`config.mk`:
```
export PLATFORM = sky130hd
export DESIGN_NAME = phase_sequencer
export DESIGN_NICKNAME = d
export VERILOG_FILES = /design/src/rtl/phase_sequencer.sv
export SDC_FILE = /design/constraint.sdc
export NUM_CORES = 1
export LEC_CHECK = 0
export ABC_AREA = 1
export CORE_UTILIZATION = 45
export CTS_CLUSTER_SIZE = 8
export DETAILED_ROUTE_END_ITERATION = 7
export PLACE_DENSITY = 0.79
export SETUP_SLACK_MARGIN = 0.05
export SLEW_MARGIN = 30
export SYNTH_ARGS = -nofsm -noshare
export SYNTH_HDL_FRONTEND = slang
export SYNTH_SLANG_ARGS = --single-unit
```
`constraint.sdc`:
```
create_clock -name clk -period 1.6 [get_ports clk]
set_input_delay 0.32 -clock clk [delete_from_list [all_inputs] [get_ports clk]]
set_output_delay 0.32 -clock clk [all_outputs]
set_load 0.005 [all_outputs]
```
`src/rtl/phase_sequencer.sv`:
```
`default_nettype none
// ============================================================================
// Module      : phase_sequencer
// Description : Four-phase enable sequencer (en_a arm, then exclusive
//               en_b -> en_c -> en_d phases) with a one-cycle done pulse.
// Revision    : 1.0 - initial release
// ============================================================================
module phase_sequencer #(
  parameter int unsigned START_DLY = 3,
  parameter int unsigned PHASE_LEN = 4,
  parameter int unsigned LEN_W     = 8
) (
  input  logic             clk,
  input  logic             rst,
  input  logic             start,
  input  logic             abort,
  input  logic [LEN_W-1:0] cfg_len,
  output logic             en_a,
  output logic             en_b,
  output logic             en_c,
  output logic             en_d,
  output logic             busy,
  output logic             done
);

  typedef enum logic [2:0] {
    IDLE = 3'd0,
    ARM  = 3'd1,
    PH_B = 3'd2,
    PH_C = 3'd3,
    PH_D = 3'd4
  } state_t;

  localparam logic [LEN_W-1:0] C_START_DLY = LEN_W'(START_DLY);
  localparam logic [LEN_W-1:0] C_PHASE_LEN = LEN_W'(PHASE_LEN);
  localparam logic [LEN_W-1:0] C_ONE       = LEN_W'(1);

  state_t           r_state;
  state_t           w_state_nxt;
  logic [LEN_W-1:0] r_cnt;
  logic [LEN_W-1:0] w_cnt_nxt;
  logic [LEN_W-1:0] r_len;
  logic [LEN_W-1:0] w_len_nxt;
  logic             w_done_nxt;
  logic             w_last;

  // Counter holds the remaining edges of the current state; the state ends
  // on the edge where it reads 1, so it never reaches zero or wraps.
  assign w_last = (r_cnt <= C_ONE);

  always_comb begin
    w_state_nxt = r_state;
    w_cnt_nxt   = r_cnt;
    w_len_nxt   = r_len;
    w_done_nxt  = 1'b0;
    case (r_state)
      IDLE: begin
        if (start && !abort) begin
          w_len_nxt   = (cfg_len == '0) ? C_PHASE_LEN : cfg_len;
          w_cnt_nxt   = C_START_DLY;
          w_state_nxt = ARM;
        end
      end
      ARM, PH_B, PH_C: begin
        if (w_last) begin
          w_cnt_nxt   = r_len;
          w_state_nxt = (r_state == ARM)  ? PH_B :
                        (r_state == PH_B) ? PH_C : PH_D;
        end else begin
          w_cnt_nxt = r_cnt - C_ONE;
        end
      end
      PH_D: begin
        if (w_last) begin
          w_cnt_nxt   = '0;
          w_done_nxt  = 1'b1;
          w_state_nxt = IDLE;
        end else begin
          w_cnt_nxt = r_cnt - C_ONE;
        end
      end
      default: begin
        w_cnt_nxt   = '0;
        w_state_nxt = IDLE;
      end
    endcase
    // Abort overrides any in-flight transition, including the final one.
    if (abort && (r_state != IDLE)) begin
      w_state_nxt = IDLE;
      w_cnt_nxt   = '0;
      w_done_nxt  = 1'b0;
    end
  end

  always_ff @(posedge clk) begin
    if (rst) begin
      r_state <= IDLE;
      r_cnt   <= '0;
      r_len   <= '0;
      en_a    <= 1'b0;
      en_b    <= 1'b0;
      en_c    <= 1'b0;
      en_d    <= 1'b0;
      busy    <= 1'b0;
      done    <= 1'b0;
    end else begin
      r_state <= w_state_nxt;
      r_cnt   <= w_cnt_nxt;
      r_len   <= w_len_nxt;
      en_a    <= (w_state_nxt != IDLE);
      en_b    <= (w_state_nxt == PH_B);
      en_c    <= (w_state_nxt == PH_C);
      en_d    <= (w_state_nxt == PH_D);
      busy    <= (w_state_nxt != IDLE);
      done    <= w_done_nxt;
    end
  end

endmodule
`default_nettype wire

```
==> results of run 1 <==
[kinds of logic after synthesis]
logic type | Yosys count | synth area share (%)
AO/OA/AOI/OAI | 32 | 15.0
XOR/XNOR | 3 | 2.06
adder cells (fa/ha/maj) | 2 | 1.96
buffers and inverters | 30 | 9.99
flip-flops | 24 | 37.6
AND/OR/NAND/NOR | 90 | 33.4
[timing repair]
| action | 4_1_cts | 5_1_grt |
|---|---|---|
| buffers inserted | 1 | 1 |
| endpoints found under the setup margin | 8 | 11 |
| resized for setup | 6 | 18 |
| pin swaps | 4 | 8 |
[where the power goes]
group	internal, W	switching, W	leakage (nW)	total, W
Sequential	0.000763	0.000153	0.198	0.000916
Combinational	0.00103	0.00164	0.501	0.00267
Clock	0.000254	0.000198	0.0279	0.000452
[placed cells by master (no fill, tap or decap), types with 5 or more instances in the layout]
master / count
a21oi_1: 8
buf_4: 5
clkdlybuf4s50_1: 17
dfxtp_1: 20
inv_1: 14
inv_2: 11
nand2_1: 32
nand3_1: 7
nor2_1: 23
nor2_2: 5
nor3_1: 5
o21ai_0: 9
[cell type report]
| cell class | instances | area [sq um] | area share [%] |
|---|---|---|---|
| Clock inverter | 1 | 30.0 | 1.83 |
| Clock buffer | 3 | 22.5 | 1.37 |
| Multi-Input combinational cell | 127 | 731 | 44.4 |
| Sequential cell | 24 | 485 | 29.5 |
| Timing Repair Buffer | 24 | 230 | 14.0 |
| Tap cell | 30 | 37.5 | 2.28 |
| Inverter | 27 | 109 | 6.62 |
[worst register-to-register path, cell delays in order (launching register included)]
cell and delay, ns:
dfxtp_2 0.36, buf_6 0.12, ha_4 0.16, nor2_4 0.11, nor2_4 0.06, nand2_4 0.15, nand2_2 0.07, nand3_2 0.07
nand2_2 0.06, buf_4 0.13, a21oi_2 0.14
[sequential cells by signal (all words and copies together), names as in the netlist]
name	flops
en_b	1
r_len	8
r_cnt	8
busy	1
done	1
en_c	1
r_state	3
en_d	1
[synth_stat cells, drive strengths merged]
library cell and count:
a31oi 1, o211ai 4, dfxtp 24, nor4 1, buf 3, a21oi 12
o21bai 1, nand2 40, o21ai 13, a211oi 1, nand3 9, nor3 5
xnor2 1, ha 2, inv 27, nand4 4, nor2 31, xor2 2
[layer usage]
layer | vias to the layer above | routed length, microns
met5 | - | 0
met4 | 0 | 135
met3 | 15 | 241
met2 | 58 | 1470
met1 | 573 | 1280
li1 | 632 | -
[final timing paths]
| check | startpoint | endpoint | slack (ns) | cells past startpoint |
|---|---|---|---|---|
| max | r_cnt[0] | en_b | 0.09 | 10 |
| min | r_len[5] | r_len[5] | 0.47 | 2 |
| max reg2reg | r_cnt[0] | en_b | 0.09 | 10 |
| min reg2reg | r_len[5] | r_len[5] | 0.47 | 2 |
[per-stage QoR]
| stage | hold WS (ns) | setup WS, ns | area, sq um | power [W] | util [%] |
|---|---|---|---|---|---|
| final | 0.474 | 0.0930 | 1650 | 0.00403 | 63.5 |
| after detailed placement | 0.460 | 0.0116 | 1500 | 0.00308 | 57.8 |
| after global routing | 0.515 | 0.0392 | 1650 | 0.00431 | 63.5 |
| after CTS | 0.479 | 0.0657 | 1580 | 0.00368 | 60.8 |
| after floorplan | 0.389 | 0.136 | 1280 | 0.00259 | - |
| after global placement | 0.453 | 0.0260 | 1500 | 0.00301 | 57.8 |
==> results_dict.tcl, run 1 <==
set metrics [dict create \
    outcome "completed" \
    io_buffer_count 17 \
    holdBufCountCts 0 \
    yosysUniqueCellTypes 29 \
    clock_latency_ns 0.33 \
    syn_avg_cell_area_sq_um 7.06 \
    crit_buf_inv 2 \
    place.gp.congestion 0.911 \
    insertedDiodeCount 0 \
    final_hold_viol_count 0 \
    drt_iter0_drc 66 \
    root_buffer "clkbuf_4" \
    final_nets 221 \
    post-route-period-util_pct 94.2 \
    die_width_microns 55.3 \
    yosysWarnings 0 \
    fillers 224 \
    dr.pass1.iters 4 \
    ant_nets 0 \
    die_y_microns 55.3 \
    crit_required_ns 1.87 \
    busiest_layer "met2" \
    use_met1_pct 22.9 \
    cp_slowest_cell "dfxtp_2" \
    start_kind "register" \
    max_cap_viol_count 0 \
    leakage_nw 0.726 \
    hold_class "reg2reg" \
    setup_viol 0 \
    syn_to_final_growth_pct 28.8 \
    arrival_ns 1.77 \
    rsz0062_at_grt "false" \
    grt_pass1_wl_microns 4770 \
    coreArea_sq_um 2590 \
    synthesis.nets 195 \
    design.die.area_sq_um 3060 \
    synthCells 181 \
    powerDensity_nw_per_um2 2450 \
    criticalPathCategory "reg2reg" \
    yosysSeqAreaShare_pct 37.6 \
    viasPerCell 5.42 \
    synthTopCellsByArea "dfxtp_1 (38%), nand2_1 (10%), nor2_1 (7.1%)" \
    clockBufferDepth 2 \
    dp_cells 230 \
    drc_errors 0 \
    cts.sinks 24 \
    syn_area_sq_um 1280 \
    synth_top_area_cell "dfxtp_1" \
    clk_pin_slew_ns 0.14 \
    antenna_found_initial 0 \
    h-tree-depth 1 \
    tns_ns 0 \
    synth.top_cell.area_share_pct 37.6 \
    initial_core_util_pct 49.3 \
    dp_hpwl_microns 2230 \
    fin_crit_ns 1.51 \
    grt_overflow_total 0 \
    tightest_slew_ns 0.384 \
    path_delay_family "simple AND/OR/NAND/NOR gates" \
    met2_usage_pct 32.4 \
    rows 18 \
    cp_max_fo 7 \
    slowest_delay_ns 0.36 \
    crit_chain "buf_6 -> ha_4 -> nor2_4 -> nor2_4 -> nand2_4 -> nand2_2 -> nand3_2 -> nand2_2 -> buf_4 -> a21oi_2" \
    io_pins 18 \
    routed-via-count 1278 \
    fin_cells 236 \
    relSlewSlack_pct 74.2 \
    fmax_mhz 664 \
    grt_pass1_vias 1143 \
    vdd_drop_max_v 0.00189 \
    grt_start_max_net_pins 15 \
    drive_gt1_share_pct 26.2 \
    slew_viol_final 0 \
    wl_per_cell_microns 13.2 \
    cp-end-kind "register" \
    fin_skew_ns 0.00808 \
    totalWireLength_microns 3120 \
    grt.total_usage_pct 19.8 \
    cts_buffers 3 \
    cts_tree "built" \
    met3_usage_pct 5.15 \
    yosys_register_bits 24 \
]
Note: power is estimated with default switching activity, not from simulation.
==> inputs of run 2 (changes only) <==
Settings changed: REMOVE_ABC_BUFFERS from default to 1.
==> run 2 against run 1 <==
  * Sequential share of layout area hardly changed
  * Combinational power is 2% lower
  * Register-to-register slack worse by 0.07 ns
  * Maximum frequency is 4.7% lower
  * Setup slack worse by 0.074 ns
==> results_dict.tcl, run 2 (synthesis results as in run 1) <==
set metrics [dict create \
    slowest_delay_ns 0.39 \
    h-tree-depth 1 \
    tightest_slew_ns 0.273 \
    dpl_cell_area_sq_um 1510 \
    hold_depth 2 \
    hold_class "reg2reg" \
    crit_required_ns 1.89 \
    post-route-period-util_pct 98.8 \
    largestRegisters "r_cnt: 8 flops, r_len: 8 flops, r_state: 3 flops" \
    outcome "completed" \
    viasPerCell 5.39 \
    crit_top_cell "nor2_4" \
    coreArea_sq_um 2590 \
    cp_max_fo 7 \
    r2r_cells 10 \
    design.die.area_sq_um 3060 \
    reg2reg_to "r_cnt[3]" \
    dp_hpwl_microns 2430 \
    ant_nets 0 \
    io_buffer_count 17 \
    r2r_slack_ns 0.02 \
    initial_core_util_pct 49.3 \
    rows 18 \
    powerDensity_nw_per_um2 2430 \
    wl_per_cell_microns 14.0 \
    antenna_found_initial 0 \
    post-place-ws_ns 0.00623 \
    drive_gt1_share_pct 25.8 \
    grt_pass1_vias 1196 \
    drc_errors 0 \
    fin_crit_ns 1.58 \
    vdd_drop_max_v 0.00174 \
    grt.total_usage_pct 21.6 \
    setup_viol 0 \
    final_common_cell "nand2_1" \
    grt_start_max_net_pins 15 \
    relSlewSlack_pct 81.8 \
    arrival_ns 1.87 \
    cts_buffers 3 \
    final_hold_viol_count 0 \
    fin_skew_ns 0.00817 \
    clock_latency_ns 0.33 \
    start_kind "register" \
    final_nets 224 \
    die_y_microns 55.3 \
    root_buffer "clkbuf_4" \
    io_pins 18 \
    leakage_nw 0.738 \
    fin_area_sq_um 1640 \
    cts_tree "built" \
    holdBufCountCts 0 \
    mostFrequentLayoutCells "nand2_1 (33), nor2_1 (23), dfxtp_1 (21)" \
    cts.sinks 24 \
    max_cap_viol_count 0 \
    clk_pin_slew_ns 0.14 \
    slew_viol_final 0 \
    worstHoldStart "r_len[5]" \
    path_delay_family "simple AND/OR/NAND/NOR gates" \
    min_to "r_len[5]" \
    post-route-util_pct 63.3 \
    fillers 222 \
    cp-end-kind "register" \
    grt_overflow_total 0 \
    totalWireLength_microns 3360 \
    grt_pass1_wl_microns 5240 \
    seqCellArea_sq_um 484 \
    cp_slowest_cell "dfxtp_2" \
    reg2reg_from "r_cnt[0]" \
    place.gp.congestion 0.897 \
    timing.final.ws_setup_ns 0.0192 \
    crit_buf_inv 3 \
    criticalPathCategory "reg2reg" \
    die_width_microns 55.3 \
    multi_input_area_sq_um 714 \
    routed-via-count 1289 \
    dr.pass1.iters 4 \
    fin_total_pwr_w 0.00399 \
    drt_iter0_drc 63 \
    crit_chain "inv_2 -> ha_4 -> nor2_4 -> nor2_4 -> nand2_4 -> buf_4 -> nand3_1 -> o211ai_1 -> nand2_1 -> inv_1" \
    insertedDiodeCount 0 \
    clockBufferDepth 2 \
    syn_to_final_growth_pct 28.4 \
    fmax_mhz 633 \
]
-- run 2: metal layers --
metal  vias up  wire length [microns]  global-route usage [%]
met4         0                     66                    8.57
li1        637                      -                       -
met5         -                      0                       0
met2        62                   1650                    35.6
met3         8                    223                    4.92
met1       582                   1420                    27.2
-- run 2: worst reg2reg max path, stage by stage, from the launching register on --
cell,delay (ns)
dfxtp_2,0.39
inv_2,0.07
ha_4,0.17
nor2_4,0.13
nor2_4,0.06
nand2_4,0.12
buf_4,0.18
nand3_1,0.11
o211ai_1,0.14
nand2_1,0.10
inv_1,0.07
-- run 2: how the worst max path moves through the flow --
stage                   from  endpoint  slack [ns]  depth (start not counted)
detailed placement     abort  r_len[2]       0.006                          7
finish              r_cnt[0]  r_cnt[3]        0.02                         10
CTS                 r_cnt[1]  r_cnt[3]        0.06                         10
global placement       abort  r_len[4]        0.07                          8
floorplan           r_cnt[0]      busy        0.06                         12
global route        r_cnt[1]  r_cnt[3]      -0.001                         10
-- run 2: where the power goes --
part	internal, W	switching [W]	total (W)	leakage, nW
registers	0.000762	0.000170	0.000931	0.197
clock network	0.000253	0.000198	0.000452	0.0279
logic	0.00104	0.00157	0.00261	0.513
total	0.00205	0.00194	0.00399	0.738
-- run 2: cell type report --
cell class / instances / area share [%]
multi-input cells: 127 / 43.6
well taps: 30 / 2.29
clock inverters: 1 / 1.83
repair buffers: 27 / 15.0
flip-flops and latches: 24 / 29.5
clock buffers: 3 / 1.37
inverters: 27 / 6.48
-- run 2: metrics by stage --
step           hold WS [ns]  std cells  setup TNS [ns]
2_1_floorplan         0.389        178               0
3_3_place_gp          0.461        232               0
3_5_place_dp          0.471        232               0
4_1_cts               0.491        236               0
5_1_grt               0.519        239        -0.00134
6_report              0.490        239               0
-- run 2: repair_timing --
| item | in CTS | in global routing |
|---|---|---|
| pin swaps | 2 | 3 |
| setup buffers | 0 | 3 |
| endpoints found under the setup margin | 8 | 17 |
| gates resized for setup | 6 | 11 |
==> inputs of run 3 (changes only) <==
Settings changed: CTS_BUF_LIST from default to sky130_fd_sc_hd__clkbuf_8.
==> run 3 against run 2 <==
  * Total power increased by 1.8%
  * Highest routed layer unchanged
  * Routed wire length rose by 2.2%
  * Register-to-register slack barely moved
  * Sequential cell count unchanged
  * Sequential share of layout area down 0.34 points
  * Worst hold slack got worse by 0.0079 ns
  * Setup slack improved by 0.0096 ns
  * Global-route usage hardly changed
  * Final cell count grew 0.42%
  * Clock power rose by 20%
  * Die area did not move
  * Non-clock buffer count increased by 1
==> results_dict.tcl, run 3 (synthesis results as in run 1) <==
set metrics [dict create \
    grt_pass1_vias 1194 \
    hold_class "reg2reg" \
    antenna_found_initial 0 \
    drc_errors 0 \
    grt_start_max_net_pins 15 \
    cts_tree "built" \
    routed-via-count 1288 \
    place.gp.congestion 0.897 \
    crit_chain "inv_4 -> ha_2 -> nor2_2 -> nor2_2 -> nand2_4 -> buf_4 -> nand3_1 -> o211ai_1 -> nand2_1 -> inv_1" \
    crit_top_cell "nor2_2" \
    vdd_drop_max_v 0.00184 \
    slowest_delay_ns 0.35 \
    design.die.area_sq_um 3060 \
    fin_area_sq_um 1660 \
    max_cap_viol_count 0 \
    totalWireLength_microns 3430 \
    rows 18 \
    wl_per_cell_microns 14.3 \
    start_kind "register" \
    powerDensity_nw_per_um2 2460 \
    final_nets 225 \
    dpl_cell_area_sq_um 1510 \
    cp-end-kind "register" \
    relSlewSlack_pct 81.6 \
    viasPerCell 5.37 \
    ant_nets 0 \
    cp_slowest_cell "dfxtp_2" \
    initial_core_util_pct 49.3 \
    clock_latency_ns 0.27 \
    holdBufCountCts 0 \
    drt_iter0_drc 71 \
    fin_skew_ns 0.00449 \
    cp_max_fo 7 \
    seqCellArea_sq_um 483 \
    dr.pass1.iters 4 \
    crit_required_ns 1.78 \
    post-route-period-util_pct 98.2 \
    insertedDiodeCount 0 \
    clockBufferDepth 2 \
    io_buffer_count 17 \
    fin_crit_ns 1.57 \
    outcome "completed" \
    syn_to_final_growth_pct 29.6 \
    crit_buf_inv 3 \
    grt_overflow_total 0 \
    grt.total_usage_pct 21.7 \
    die_y_microns 55.3 \
    root_buffer "clkbuf_8" \
    path_delay_family "simple AND/OR/NAND/NOR gates" \
    tightest_slew_ns 0.274 \
    slew_viol_final 0 \
    fmax_mhz 636 \
    h-tree-depth 1 \
    largestRegisters "r_cnt: 8 flops, r_len: 8 flops, r_state: 3 flops" \
    io_pins 18 \
    setup_viol 0 \
    leakage_nw 0.747 \
    coreArea_sq_um 2590 \
    cts_buffers 3 \
    mostFrequentLayoutCells "nand2_1 (33), nor2_1 (23), dfxtp_1 (22)" \
    cts.sinks 24 \
    fillers 222 \
    grt_pass1_wl_microns 5260 \
    die_width_microns 55.3 \
    drive_gt1_share_pct 25.7 \
    dp_hpwl_microns 2430 \
    hold_ws_ns 0.482 \
    rsz0062_at_grt "true" \
    final_common_cell "nand2_1" \
    final_hold_viol_count 0 \
    arrival_ns 1.75 \
    multi_input_area_sq_um 704 \
    criticalPathCategory "reg2reg" \
    clk_pin_slew_ns 0.09 \
]
## run 3: path summary, 6_finish.rpt
kind         cells after the start  startpoint  slack, ns  endpoint
max                             10    r_cnt[1]       0.03  r_cnt[3]
min reg2reg                      2    r_len[5]       0.48  r_len[5]
max reg2reg                     10    r_cnt[1]       0.03  r_cnt[3]
min                              2    r_len[5]       0.48  r_len[5]
## run 3: timing repair
action	in CTS	in global routing
resized for setup	5	9
endpoints found under the setup margin	8	15
buffers inserted	0	4
pin swaps	3	7
## run 3: worst min-delay path, delay by kind of cell (launching register included)
family / cells / cell delay, ns
buffers and inverters: 1 / 0.07
DFF: 1 / 0.31
AOI/OAI and AO/OA: 1 / 0.06
## run 3: layout make-up
type	instances	share of cell area (%)
flip-flops and latches	24	29.2
clock buffers	3	2.49
clock inverters	1	1.81
well taps	30	2.27
repair buffers	28	15.3
multi-input cells	127	42.6
inverters	27	6.42
## run 3: metrics by stage
step | util (%) | std cells | total power (W) | TNS [ns] | setup WS [ns]
6_report | 63.9 | 240 | 0.00406 | 0 | 0.0288
2_1_floorplan | - | 178 | 0.00247 | 0 | 0.0606
3_3_place_gp | 58.4 | 232 | 0.00308 | 0 | 0.0732
4_1_cts | 61.6 | 236 | 0.00376 | 0 | 0.0714
5_1_grt | 63.9 | 240 | 0.00434 | -0.0191 | -0.0191
3_5_place_dp | 58.4 | 232 | 0.00314 | 0 | 0.00623
## run 3: power by group
group          internal [W]  switching [W]
registers          0.000761       0.000171
logic               0.00102        0.00157
clock network      0.000335       0.000208
total               0.00211        0.00195
## run 3: metal layers
metal	wire length (microns)	global-route usage, %	up-vias
met4	91	7.14	0
met1	1530	26.9	592
met5	0	0	-
met2	1680	36.7	43
met3	137	5.15	12
li1	-	-	641
==> patch 1 (config.mk and constraints of run 1) <==
Register the output `en_c` once more, without a reset; this adds one clock of latency there. The other outputs are not delayed to match. Comments in the files are not updated.
--- a/src/rtl/phase_sequencer.sv
+++ b/src/rtl/phase_sequencer.sv
@@ -34,6 +34,8 @@
   localparam logic [LEN_W-1:0] C_START_DLY = LEN_W'(START_DLY);
   localparam logic [LEN_W-1:0] C_PHASE_LEN = LEN_W'(PHASE_LEN);
   localparam logic [LEN_W-1:0] C_ONE       = LEN_W'(1);
+
+  logic en_c_s0;
 
   state_t           r_state;
   state_t           w_state_nxt;
@@ -99,7 +101,7 @@
       r_len   <= '0;
       en_a    <= 1'b0;
       en_b    <= 1'b0;
-      en_c    <= 1'b0;
+      en_c_s0 <= 1'b0;
       en_d    <= 1'b0;
       busy    <= 1'b0;
       done    <= 1'b0;
@@ -109,13 +111,17 @@
       r_len   <= w_len_nxt;
       en_a    <= (w_state_nxt != IDLE);
       en_b    <= (w_state_nxt == PH_B);
-      en_c    <= (w_state_nxt == PH_C);
+      en_c_s0 <= (w_state_nxt == PH_C);
       en_d    <= (w_state_nxt == PH_D);
       busy    <= (w_state_nxt != IDLE);
       done    <= w_done_nxt;
     end
   end
 
+  always_ff @(posedge clk) begin
+    en_c <= en_c_s0;
+  end
+
 endmodule
 `default_nettype wire
 
Formal check against the unedited RTL: not equivalent (a bounded check fails within 10 cycles, from zero or initial values and one cycle with rst high).
==> patch 1 against run 1 <==
Wire length shrank 6.0%. Synthesized area grew 1.6%. Clock skew fell by 0.0064 ns. Total power down 9.0%. Combinational power is 9.7% lower. Sequential cell count up 1. Worst setup slack got worse by 0.0017 ns. Final area fell by 1.1%. Largest power group unchanged.
==> patch 1: results (changes against run 1) <==
metric;value;unit;change
yosysSeqAreaShare;38.57;%;+0.96 points
arrival;1.74;ns;-0.03 ns
grt_pass1_vias;1090;;-4.6%
clkPwrFrac;8.4;%;-2.8 points
hp-start;en_c_s0$_SDFF_PP0_;;
grt_max_degree;17;;+2
p_per_area;2255;mW/mm^2;-8.0%
grtUsageTotal;19.95;%;+0.14 points
max-vdd-ir-drop;1.695;mV;-10%
crit_end;r_cnt[2]$_SDFFE_PP0P_;;
drive_gt1_share;26.44;%;+0.23 points
power_switching;1.847;mW;-7.1%
synthXorXnorAreaFrac;2.025;%;-0.032 points
leakagePower;0.7461;nW;+2.8%
dp_slack;-0.02642;ns;-0.03801 ns
synthAdderAreaFrac;1.929;%;-0.030 points
drt-total-wl;2.936;mm;-6.0%
synth_area_leaders;dfxtp_1 39%, nand2_1 9.8%, nor2_1 6.9%;;
status;finished, final reports clean;;
netlist_top_cells_count;34 x nand2_1, 25 x dfxtp_1, 24 x nor2_1;;
place_area;0.001525;sq mm;+1.9%
gp_congestion;0.8815;;-3.3%
clock-skew-final;0.001699;ns;-0.006378 ns
fillers;243;;+8.5%
crit_start;r_cnt[1]$_SDFFE_PP0P_;;
dpl.hpwl;2.140;mm;-4.2%
grt_first_pass_wirelength;4.954;mm;+3.8%
-- patch 1: changes by cell type after synthesis, sizes merged --
cell   before  now
dfxtp      24   25
-- patch 1: per-stage QoR --
| stage | hold WS (ns) | util, % | cells |
|---|---|---|---|
| global route | 0.3569 | 59.54 | 239 |
| global placement | 0.3124 | 55.79 | 233 |
| floorplan | 0.3096 | - | 182 |
| CTS | 0.3488 | 57.35 | 238 |
| finish | 0.3454 | 59.54 | 239 |
| detailed placement | 0.3181 | 55.79 | 233 |
-- patch 1: repair_timing --
item,CTS,global route
setup endpoints to repair,11,18
buffers inserted,1,1
gates resized for setup,2,17
pin swaps,0,2
-- patch 1: metal layers --
layer	share of wire, %	global-route usage, %
met1	46	26.60
met2	46	32.36
met3	5.9	5.814
met4	1.9	3.571
met5	0	0
-- patch 1: final cells by class --
class                   instances  share of cell area, %
inverters                      27                  6.380
clock inverters                 1                 0.5380
well taps                      31                  2.383
flip-flops and latches         25                  31.21
multi-input cells             127                  43.66
repair buffers                 25                  14.45
clock buffers                   3                  1.384
==> patch 2 (config.mk and constraints of run 1) <==
Made on the original files. Set the parameter `LEN_W` to 4 (it was 8).
--- a/src/rtl/phase_sequencer.sv
+++ b/src/rtl/phase_sequencer.sv
@@ -8,7 +8,7 @@
 module phase_sequencer #(
   parameter int unsigned START_DLY = 3,
   parameter int unsigned PHASE_LEN = 4,
-  parameter int unsigned LEN_W     = 8
+  parameter int unsigned LEN_W     = 4
 ) (
   input  logic             clk,
   input  logic             rst,
Interface: changed (resized cfg_len); port bits go from 18 to 14. The function was not compared with the original's and may differ.
==> patch 2 against run 1 <==
Worst setup slack better by 0.073 ns. Synthesized area down 30%. Non-clock buffer count is 9 lower. Count of clock-buffer cells in the layout up 1. Highest routed layer unchanged. Sequential power decreased by 52%. Critical endpoint is now en_a. Final area is 33% lower. Sequential cell count down 8. Total power down 75%. Wire length shrank 46%.
==> patch 2: results (changes against run 1) <==
metric;value;unit;change
post_cts_buffers;0;;-1
gp_congestion;0.8331;;-8.6%
portBuffers;13;;-4
netlist_top_cells_count;18 x nand2_1, 16 x dfxtp_1, 11 x inv_1, 11 x nor2_1;;
place_area;0.001054;sq mm;-30%
p_comb;0.312;mW;-88%
crit_end;en_a;;
synth_area_leaders;dfxtp_1 36%, nand2_1 7.6%, nand2_2 7.0%;;
use_met1;23.31;%;+0.39 points
final.setup.worst_slack;0.1661;ns;+0.07316 ns
ff2ff_path_depth;11;;+1
ys_types;26;;-10%
leakagePower;0.4936;nW;-32%
dpl.hpwl;1.364;mm;-39%
clk_pin_slew_worst_paths;0.09;ns;-0.05 ns
status;finished, final reports clean;;
critPathSlowestCell;clkdlybuf4s50_1;;
clock_latency;0.28;ns;-0.05 ns
arrival;1.11;ns;-0.66 ns
ctsResizeCount;0;;-6
p_seq;0.441;mW;-52%
dp_slack;0.1180;ns;+0.1064 ns
p_int;0.6911;mW;-66%
rr_endpoint;busy$_SDFF_PP0_;;
vias;780;;-39%
crit_start;busy$_SDFF_PP0_;;
holdPathEnd;r_cnt[1]$_SDFFE_PP0P_;;
holdWs;0.4727;ns;-0.001191 ns
crit_fanout;2;;-5
hp-start;r_cnt[1]$_SDFFE_PP0P_;;
tightestPinTransition;0.2458;ns;-0.1383 ns
grtUsageTotal;18.49;%;-1.3 points
max-vdd-ir-drop;0.5070;mV;-73%
first_iter_violations;13;;-80%
drive_gt1_share;31.11;%;+4.9 points
crit_path_max_incr_delay;0.50;ns;+0.14 ns
[patch 2: changes by cell type after synthesis, moves of 6 or more]
| cell | before | now |
|---|---|---|
| nor2_1 | 24 | 11 |
| nand2_2 | 4 | 10 |
| a21oi_1 | 9 | 3 |
| nand2_1 | 34 | 18 |
| o21ai_0 | 9 | 3 |
| dfxtp_1 | 24 | 16 |
[patch 2: logic make-up after synthesis]
logic type	synth area share, %
buffers and inverters	8.977
and+or+nand+nor	44.32
xor gates and xnor gates	0.9819
AOI/OAI and AO/OA	7.012
adders and majority gates	2.805
DFF	35.90
[patch 2: area by class of cell]
type	instances	area [sq um]
Fill cell	158	676.9
Multi-Input combinational cell	81	499.2
Sequential cell	16	321.6
Timing Repair Buffer	15	145.1
Inverter	19	72.57
Clock buffer	4	36.28
Tap cell	25	31.28
[patch 2: metal layers]
metal | share of wire [%] | up-vias
met5 | 0 | -
met1 | 48 | 354
met4 | 1.2 | 0
met2 | 47 | 12
met3 | 2.8 | 4
li1 | - | 410
